## config.mk

```make
export PLATFORM = sky130hd
export DESIGN_NAME = sumnb_serial
export DESIGN_NICKNAME = d
export VERILOG_FILES = /design/src/rtl/sumnb_serial.sv
export SDC_FILE = /design/constraint.sdc
export NUM_CORES = 1
export LEC_CHECK = 0
export ABC_AREA = 1
export CAP_MARGIN = 25
export CORE_MARGIN = 8
export CORE_UTILIZATION = 55
export DETAILED_ROUTE_END_ITERATION = 10
export GPL_TIMING_DRIVEN = 0
export PLACE_DENSITY = 0.81
export SLEW_MARGIN = 30
export SYNTH_ARGS = -nofsm -noshare
export SYNTH_HDL_FRONTEND = slang
export SYNTH_SLANG_ARGS = --single-unit
```

## constraint.sdc

```tcl
create_clock -name clk -period 4.3 [get_ports clk]
set_clock_uncertainty 0.05 [all_clocks]
set_input_delay 0.43 -clock clk [delete_from_list [all_inputs] [get_ports clk]]
set_output_delay 0.43 -clock clk [all_outputs]
set_load 0.02 [all_outputs]
```

## src/rtl/sumnb_serial.sv

```systemverilog
// sumnb_serial: multi-cycle adder/subtractor, DIGIT bits per clock, LSB digit first.
// Results and flags are registered and held until the next completion.
module sumnb_serial #(
    parameter int WIDTH = 8,
    parameter int DIGIT = 1
) (
    input  logic             clk,
    input  logic             rst_n,
    input  logic             start,
    input  logic             sub,
    input  logic [WIDTH-1:0] xi,
    input  logic [WIDTH-1:0] yi,
    output logic             busy,
    output logic             done,
    output logic [WIDTH-1:0] zi,
    output logic             co,
    output logic             ov
);
    localparam int N  = WIDTH / DIGIT;
    localparam int CW = (N > 1) ? $clog2(N) : 1;

    typedef enum logic [1:0] {IDLE, RUN, DONE} state_t;

    state_t           r_state, w_next;
    logic [WIDTH-1:0] r_a, r_b, r_acc, w_acc;
    logic             r_c;
    logic [CW-1:0]    r_cnt;
    logic [DIGIT:0]   w_sum;
    logic             w_last, w_cap, w_cmsb;

    assign w_sum  = {1'b0, r_a[DIGIT-1:0]} + {1'b0, r_b[DIGIT-1:0]} + {{DIGIT{1'b0}}, r_c};
    assign w_acc  = (r_acc >> DIGIT) | (WIDTH'(w_sum[DIGIT-1:0]) << (WIDTH - DIGIT));
    assign w_last = r_cnt == CW'(N - 1);
    assign w_cap  = start && (r_state != RUN);
    // carry into a bit position is recovered as a ^ b ^ sum at that position
    assign w_cmsb = r_a[DIGIT-1] ^ r_b[DIGIT-1] ^ w_sum[DIGIT-1];
    assign busy   = r_state == RUN;
    assign done   = r_state == DONE;

    always_comb begin
        w_next = w_cap ? RUN : (r_state == RUN) ? (w_last ? DONE : RUN) : IDLE;
    end

    always_ff @(posedge clk or negedge rst_n) begin
        if (!rst_n) r_state <= IDLE;
        else        r_state <= w_next;
    end

    always_ff @(posedge clk or negedge rst_n) begin
        if (!rst_n) begin
            r_a   <= '0;
            r_b   <= '0;
            r_c   <= 1'b0;
            r_acc <= '0;
            r_cnt <= '0;
            zi    <= '0;
            co    <= 1'b0;
            ov    <= 1'b0;
        end else if (w_cap) begin
            r_a   <= xi;
            r_b   <= sub ? ~yi : yi;
            r_c   <= sub;
            r_cnt <= '0;
        end else if (r_state == RUN) begin
            r_a   <= r_a >> DIGIT;
            r_b   <= r_b >> DIGIT;
            r_c   <= w_sum[DIGIT];
            r_acc <= w_acc;
            r_cnt <= r_cnt + CW'(1);
            if (w_last) begin
                zi <= w_acc;
                co <= w_sum[DIGIT];
                ov <= w_cmsb ^ w_sum[DIGIT];
            end
        end
    end
endmodule

```

# --- Word level (Yosys, flattened, before mapping) ---
# Cells that the tools add are included.
classes:
  n_addsub: 3
  n_eq_ne: 4
  n_mux: 12
  bitwise_logic: 6
  n_reduce_logical: 4
ops:
  columns: ["operator", "count"]
  rows:
  - ["two-way mux 8 bit", 5]
  - ["inverter 8 bit", 1]
  - ["bitwise OR 7 x 8 -> 8 bit", 1]
  - ["two-way mux 2 bit", 3]
  - ["two-way mux 3 bit", 2]
  - ["adder 3 x 1 -> 3 bit, second input constant", 1]
  - ["== test 3 bit, second input constant", 1]
  - ["AND reduction 3 bit", 1]
  - ["bitwise XOR 1 bit", 3]
  - ["adder 1 x 1 -> 2 bit", 1]
  - ["adder 2 x 1 -> 2 bit", 1]
  - ["== test 2 x 1 -> 1 bit, second input constant", 1]
  - ["== test 2 bit, second input constant", 1]
  - ["two-way mux 1 bit", 2]
  - ["inequality test 2 x 1 -> 1 bit, second input constant", 1]
  - ["AND reduction 2 bit", 1]
  - ["nonzero test 2 bit", 1]
  - ["logical AND 1 bit", 1]
  - ["inverter 1 bit", 1]
word_totals:
  register_bits: 40
  in_bits: 20
  output_inout_bits: 12

# --- Depth between registers and ports, before layout ---
# Gate-level depths: netlist (run 1).
logic_depth:
  ltp_word: 4
  depth_mapped: 8
  depth_no_buf: 8

# --- Worst setup path before layout (run 1) ---
# No wires, ideal clock.
synth_timing:
  path_kind: "register -> register"
  startpoint: "reg r_a[0]"
  endpoint: "reg ov"
  arrival_ns: 1.305
  t_required_ns: 4.134
  path_slack_ns: 2.828
  path_stages_with_launch: 9
  path_buffers: 0
  cell_sequence: "dfrtp_1 > fa_1 > inv_1 > nand2_1 > nand2_1 > nand2_1 > nand2_1 > nand2_1 > nand2_1"
synth_via:
  elab_chain_len: 4
  elab_cells_between_ends: 5
synth_lines:
  columns: ["element", "line_no", "text"]
  rows:
  - ["from (decl)", "25", "logic [WIDTH-1:0] r_a, r_b, r_acc, w_acc;"]
  - ["from (signal assigned)", "60", "r_a <= xi;"]
  - ["from (signal assigned)", "65", "r_a <= r_a >> DIGIT;"]
  - ["adder 1 x 1 -> 2 bit", "31", "assign w_sum = {1'b0, r_a[DIGIT-1:0]} + {1'b0, r_b[DIGIT-1:0]} + {{DIGIT{1'b0}}, r_c};"]
  - ["adder 2 x 1 -> 2 bit", "31", null]
  - ["bitwise XOR 1 bit", "36", "assign w_cmsb = r_a[DIGIT-1] ^ r_b[DIGIT-1] ^ w_sum[DIGIT-1];"]
  - ["bitwise XOR 1 bit *", "73", "ov <= w_cmsb ^ w_sum[DIGIT];"]
  - ["to (signal assigned)", "73", null]
  - ["to (decl)", "17", "output logic ov"]
# Mark *: on every way between the ends. The rest lies on a longest branch, timed or not.
# A chain may end at the register's enable or synchronous reset.

# --- Worst setup path after layout (run 1) ---
layout_timing:
  startpoint: "reg r_state[0]"
  endpoint: "out busy"
layout_via:
  elab_chain_len: 1
layout_lines:
  columns: ["element", "line_no", "text"]
  rows:
  - ["from (decl)", "24", "state_t r_state, w_next;"]
  - ["from (signal assigned)", "46", "else r_state <= w_next;"]
  - ["== test 2 x 1 -> 1 bit", "37", "assign busy = r_state == RUN;"]
  - ["to (decl)", "13", "output logic busy,"]
# No other way between the ends.

==> metrics.txt, run 1 <==
status finished clean; biggest area consumer among synthesized cells dfrtp_1; CORE AREA 0.00308 mm2; worst-skew pair later-pin latency 340 ps; GRT Resource Usage Total 14.9%; Port Buffers 30; arrival time at the worst endpoint 1930 ps; largest fanout of any net on the critical path 10; detailed-route via count 1368; GRT Residual Overflow 0; total of warnings raised by yosys 0; Startpoint Class flip-flop; Final Max Slew Viols 0; DRC violation total after the first TritonRoute iteration 70; clock tree from TritonCTS built; DIE AREA 0.00536 mm2; TritonCTS Sinks 39; total number of H-tree levels 2; GR Util met2 24.0%; most instantiated library cell after synthesis nand2_1; via count of the first global-routing pass 1325; highest-delay cell along the critical path clkdlybuf4s50_1; Root Driver clkbuf_4; peak supply drop 0.000312 V; first-pass GRT wire length 6.15 mm; sequential area share after synthesis 54.2%; Layout Cell Area excl Fill 0.00225 mm2; Least-Margin Pin Slew 494 ps; area added between synthesis and finish 24.7%; number of unique standard cell types used by synthesis 20; Post-synth top flop dfrtp_1; layer carrying the most global-route usage met2; number of nets with antenna violations after routing 0; routed length per instance 12.3 um; Critical Path RT 3820 ps; Pleak 1.11 nW; Via-to-Cell Ratio 4.85; height of the die 73.2 um; Bufs on Longest Clock Path 2; series of cell instances along the critical path inv_2 -> nor2_8 -> buf_2 -> clkdlybuf4s50_1; Placement Cell Area 0.00218 mm2; async set-reset flop share out of synthesis 100%; Detailed Route WL 3.47 mm; area share of the largest cell type after synthesis 54.2%; clock transition at the registers of the reported paths 110 ps; areal power density over the cells 622 mW/mm2; drt drc 0; minimum period implied by the final worst setup slack 2410 ps; detailed-routing iteration count for the pre-antenna-repair pass 5; post-layout net count 261; setup repair after global routing missed its margin false; GR Util met3 3.57%; highest cell delay on the worst timing path 630 ps; total negative slack for setup checks 0 ps; path class of the lowest-slack min-delay path reg -> reg; leading post-synthesis cells by instance count 81 x nand2_1, 39 x dfrtp_1, 15 x inv_1, 11 x nand3_1; synthesized cell area 0.00180 mm2; Slew headroom 67.1%; count of cells resized by post-cts repair 0; initial antenna violation count 0; chip width 73.2 um; achievable clock frequency 416 MHz; HPWL after detailed placement 2.65 mm; maximum number of pins on one net before global-route repair 21; synthesis-stage register bit count 39; average footprint of a synthesized cell 9.05 um2; reported max-cap violation count 0; endpoints failing setup 0; initial core utilization 58.5%; weighted congestion reported at the end of routability-driven placement 0.749; layout cells sized above 1 13.0%; number of CTS-inserted buffers 5; GR met1 Demand/Resource 18.4%; final count of hold timing violations 0; Crit Path Class reg -> out; ANT cells 0; cell types with the largest area share after synthesis dfrtp_1 54%, nand2_1 17%, o21ai_2 3.9%, xor2_1 3.9%, inv_1 3.1%; total nets after synthesis 222; type of destination of the critical path output pin; utilization of the core after routing 73.0%; number of standard-cell rows in the floorplan 20; count of flip-flops with a built-in enable after synthesis 0; Filler Cells Inserted 240; I/O Pins 32; period utilization 55.9%; count of mapped cells out of synthesis 199
[flip-flops by register name, indices dropped and copies added, names as in the netlist]
signal,flops
r_b,8
r_state,2
zi,8
r_c,1
ov,1
co,1
r_cnt,3
r_a,8
r_acc,7
[layer usage]
layer	vias up	wire length, um	share of wire [%]
met5	-	0	0
met2	25	1690	49
met1	637	1590	46
met3	7	122	3.5
li1	699	-	-
met4	0	59	1.7
[kinds of logic (layout without fill, tap and decap cells)]
group,Yosys count,count (layout),share of synthesized area (%)
AOI/OAI and AO/OA,21,21,8.06
xor gates and xnor gates,8,8,3.89
adders and majority gates,3,3,2.50
DFF,39,39,54.2
and+or+nand+nor,104,104,25.0
buffers and inverters,24,63,6.39
[through the flow]
stage | setup slack, ps | cells | power (W) | hold slack (ps)
floorplan | 2830 | 199 | 0.00101 | 84.4
global placement | 1860 | 273 | 0.00120 | 407
detailed placement | 2250 | 274 | 0.00123 | 370
CTS | 1850 | 282 | 0.00141 | 439
global route | 1780 | 282 | 0.00152 | 448
finish | 1890 | 282 | 0.00140 | 438
[repair_timing]
action,4_1_cts,5_1_grt
setup buffers,0,0
hold buffers,1,0
endpoints found under the hold margin,11,0
[path summary, 6_finish.rpt]
path / startpoint / end / slack (ps) / cells past startpoint
worst min register to register: r_b[7]$_DFFE_PN0P_ / r_b[7]$_DFFE_PN0P_ / 440 / 2
max in group asynchronous: rst_n / r_a[7]$_DFFE_PN0P_ / 3190 / 3
worst max register to register: r_a[0]$_DFFE_PN0P_ / ov$_DFFE_PN0P_ / 2690 / 8
worst max-delay path: r_state[0]$_DFF_PN0_ / busy / 1890 / 4
worst min-delay path: r_b[7]$_DFFE_PN0P_ / r_b[7]$_DFFE_PN0P_ / 440 / 2
min in group asynchronous: rst_n / r_cnt[1]$_DFFE_PN0P_ / 550 / 2
[area by class of cell]
class,instances,area [um2],area share [%]
inverter,18,70.1,3.12
tap,44,55.1,2.45
clock inverter,1,5.00,0.223
multi-input combinational,136,711,31.6
clock buffer,6,51.3,2.28
buffer,6,45.0,2.01
sequential,39,976,43.5
timing repair buffer,32,333,14.8
[layout by cell type, fill, tap and decap left out, drive strengths merged]
cell type / instances
inv: 18
ha: 2
dlygate4sd3: 1
xor2: 8
buf: 8
nor2: 9
o211ai: 4
nand3: 11
clkdlybuf4s50: 29
o21ai: 16
nand2: 84
a21oi: 1
fa: 1
clkinv: 1
clkbuf: 6
dfrtp: 39
[worst max-delay path: cells and delay by family (launching register included)]
kind / cells / cell delay [ps]
flip-flops: 1 / 430
AND/OR/NAND/NOR: 1 / 180
buffers and inverters: 3 / 970
[where the power goes]
group / internal, W / switching, W
clock: 0.0000758 / 0.000108
combinational: 0.000260 / 0.000360
sequential: 0.000507 / 0.0000855
Power figures use the tool's default switching activity.
==> inputs of run 2 (changes only) <==
- CORE_UTILIZATION: 55 -> 47
- PLACE_DENSITY: 0.81 -> 0.73
- clock period: 4.3 -> 2.2 ns (I/O delays scaled with it)
==> metrics.txt, run 2 (synthesis results as in run 1) <==
status finished clean; type of destination of the critical path output pin; Reg-to-Reg End ov$_DFFE_PN0P_; Crit Path Class reg -> out; CORE AREA 0.00366 mm2 (+19%); clock transition at the registers of the reported paths 80 ps (-30 ps); initial core utilization 49.2% (-9.3 points); detailed-route via count 1357 (-0.80%); I/O Pins 32 (unchanged); Via-to-Cell Ratio 4.73 (-2.5%); largest fanout of any net on the critical path 10 (unchanged); post-layout net count 261 (unchanged); Least-Margin Pin Slew 610 ps (+116 ps); largest registers ranked by flip-flop count r_a: 8 flops, r_b: 8 flops, zi: 8 flops; initial antenna violation count 0 (unchanged); reported max-cap violation count 0 (unchanged); chip width 77.9 um (+6.4%); HPWL after detailed placement 2.56 mm (-3.6%); DRC violation total after the first TritonRoute iteration 66 (-5.7%); DIE AREA 0.00607 mm2 (+13%); GRT Resource Usage Total 12.6% (-2.3 points); Filler Cells Inserted 324 (+35%); ANT cells 0 (unchanged); Port Buffers 30 (unchanged); final count of hold timing violations 0 (unchanged); path class of the lowest-slack min-delay path in -> reg; Slew headroom 59.3% (-7.7 points); clock tree from TritonCTS built; Register-to-Register Setup Slack 600 ps (-2090 ps); setup repair after global routing missed its margin false; Critical Path RT 1930 ps (-1890 ps); period utilization 80.7%; Min-Delay Endpoint r_c$_DFFE_PN0P_; number of standard-cell rows in the floorplan 22 (+10%); worst hold stages 3 (+1); Final Max Slew Viols 0 (unchanged); weighted congestion reported at the end of routability-driven placement 0.758 (+1.3%); Root Driver clkbuf_8; peak supply drop 0.000623 V (+100%); beginning of the worst hold path sub; worst-skew pair later-pin latency 290 ps (-50 ps); top library cells by usage in the layout, fill and taps aside 81 x nand2_1, 39 x dfrtp_1, 28 x clkdlybuf4s50_1; detailed-routing iteration count for the pre-antenna-repair pass 4 (-1); drt drc 0 (unchanged); Pleak 1.13 nW (+1.5%); worst hold margin 289 ps (-149 ps); Detailed Route WL 3.47 mm (about the same); achievable clock frequency 563 MHz; total number of H-tree levels 2 (unchanged); arrival time at the worst endpoint 1510 ps (-420 ps); Bufs on Longest Clock Path 2 (unchanged); via count of the first global-routing pass 1411 (+6.5%); number of CTS-inserted buffers 5 (unchanged); launching point of the worst reg2reg path r_a[0]$_DFFE_PN0P_; cells on worst reg2reg path 8 (unchanged); height of the die 77.9 um (+6.4%); minimum period implied by the final worst setup slack 1780 ps; first-pass GRT wire length 6.19 mm (+0.57%); area added between synthesis and finish 26.6%; TritonCTS Sinks 39 (unchanged); layout cells sized above 1 13.4% (+0.36 points); endpoints failing setup 0 (unchanged); post-layout total power 0.00281 W (+100%); most frequent standard cell in the layout excluding fill and tap cells nand2_1; total setup buffers inserted after CTS 0 (unchanged); number of nets with antenna violations after routing 0 (unchanged); Startpoint Class flip-flop; routed length per instance 12.1 um (-1.8%); areal power density over the cells 1230 mW/mm2 (+98%); maximum number of pins on one net before global-route repair 26 (+24%); GRT Residual Overflow 0 (unchanged)
-- run 2: cell type report --
type                            instances  area (um2)  area share, %
Timing Repair Buffer                   32         335           14.7
Clock buffer                            5        68.8           3.02
Multi-Input combinational cell        136         711           31.2
Inverter                               18        70.1           3.07
Sequential cell                        39         976           42.8
Tap cell                               48        60.1           2.63
Clock inverter                          3        15.0          0.658
Buffer                                  6        45.0           1.97
-- run 2: worst max path at each step --
stage / cells after the start / slack (ps) / to / from
3_3_place_gp: 1 / -70 / zi[0]$_DFFE_PN0P_ / rst_n
4_1_cts: 4 / 20 / busy / r_state[0]$_DFF_PN0_
5_1_grt: 4 / 350 / busy / r_state[0]$_DFF_PN0_
2_1_floorplan: 8 / 730 / ov$_DFFE_PN0P_ / r_a[0]$_DFFE_PN0P_
3_5_place_dp: 4 / 340 / busy / r_state[0]$_DFF_PN0_
6_report: 4 / 420 / busy / r_state[0]$_DFF_PN0_
-- run 2: routing by layer --
| layer | routed length [um] | vias to the layer above | global-route usage (%) | part of all wire (%) |
|---|---|---|---|---|
| li1 | - | 698 | - | - |
| met1 | 1630 | 631 | 14.5 | 47 |
| met2 | 1650 | 23 | 21.1 | 48 |
| met3 | 113 | 5 | 2.88 | 3.3 |
| met4 | 68 | 0 | 7.41 | 2.0 |
| met5 | 0 | - | 0 | 0 |
-- run 2: power by group --
group          leakage, nW  total [W]  switching [W]  internal, W
Clock               0.0477   0.000458       0.000242     0.000217
Combinational        0.578    0.00120       0.000690     0.000506
Sequential           0.502    0.00115       0.000159     0.000993
-- run 2: repair_timing --
item | 4_1_cts | 5_1_grt
hold endpoints to repair | 24 | 0
hold buffers | 1 | 0
resized for setup | 0 | 1
setup endpoints to repair | 0 | 1
-- run 2: metrics by stage --
step / setup slack [ps] / util [%] / cells / TNS [ps] / area (um2)
global placement: -72.2 / 59.1 / 277 / -2750 / 2160
finish: 424 / 62.3 / 287 / 0 / 2280
CTS: 24.2 / 62.2 / 287 / 0 / 2280
floorplan: 728 / - / 199 / 0 / 1800
detailed placement: 341 / 59.7 / 278 / 0 / 2180
global route: 352 / 62.3 / 287 / 0 / 2280
-- run 2: critical path: stages, from the launching register on --
cell and delay (ps):
dfrtp_1 420, inv_2 80, nor2_8 190, buf_2 270, dlymetal6s2s_1 260
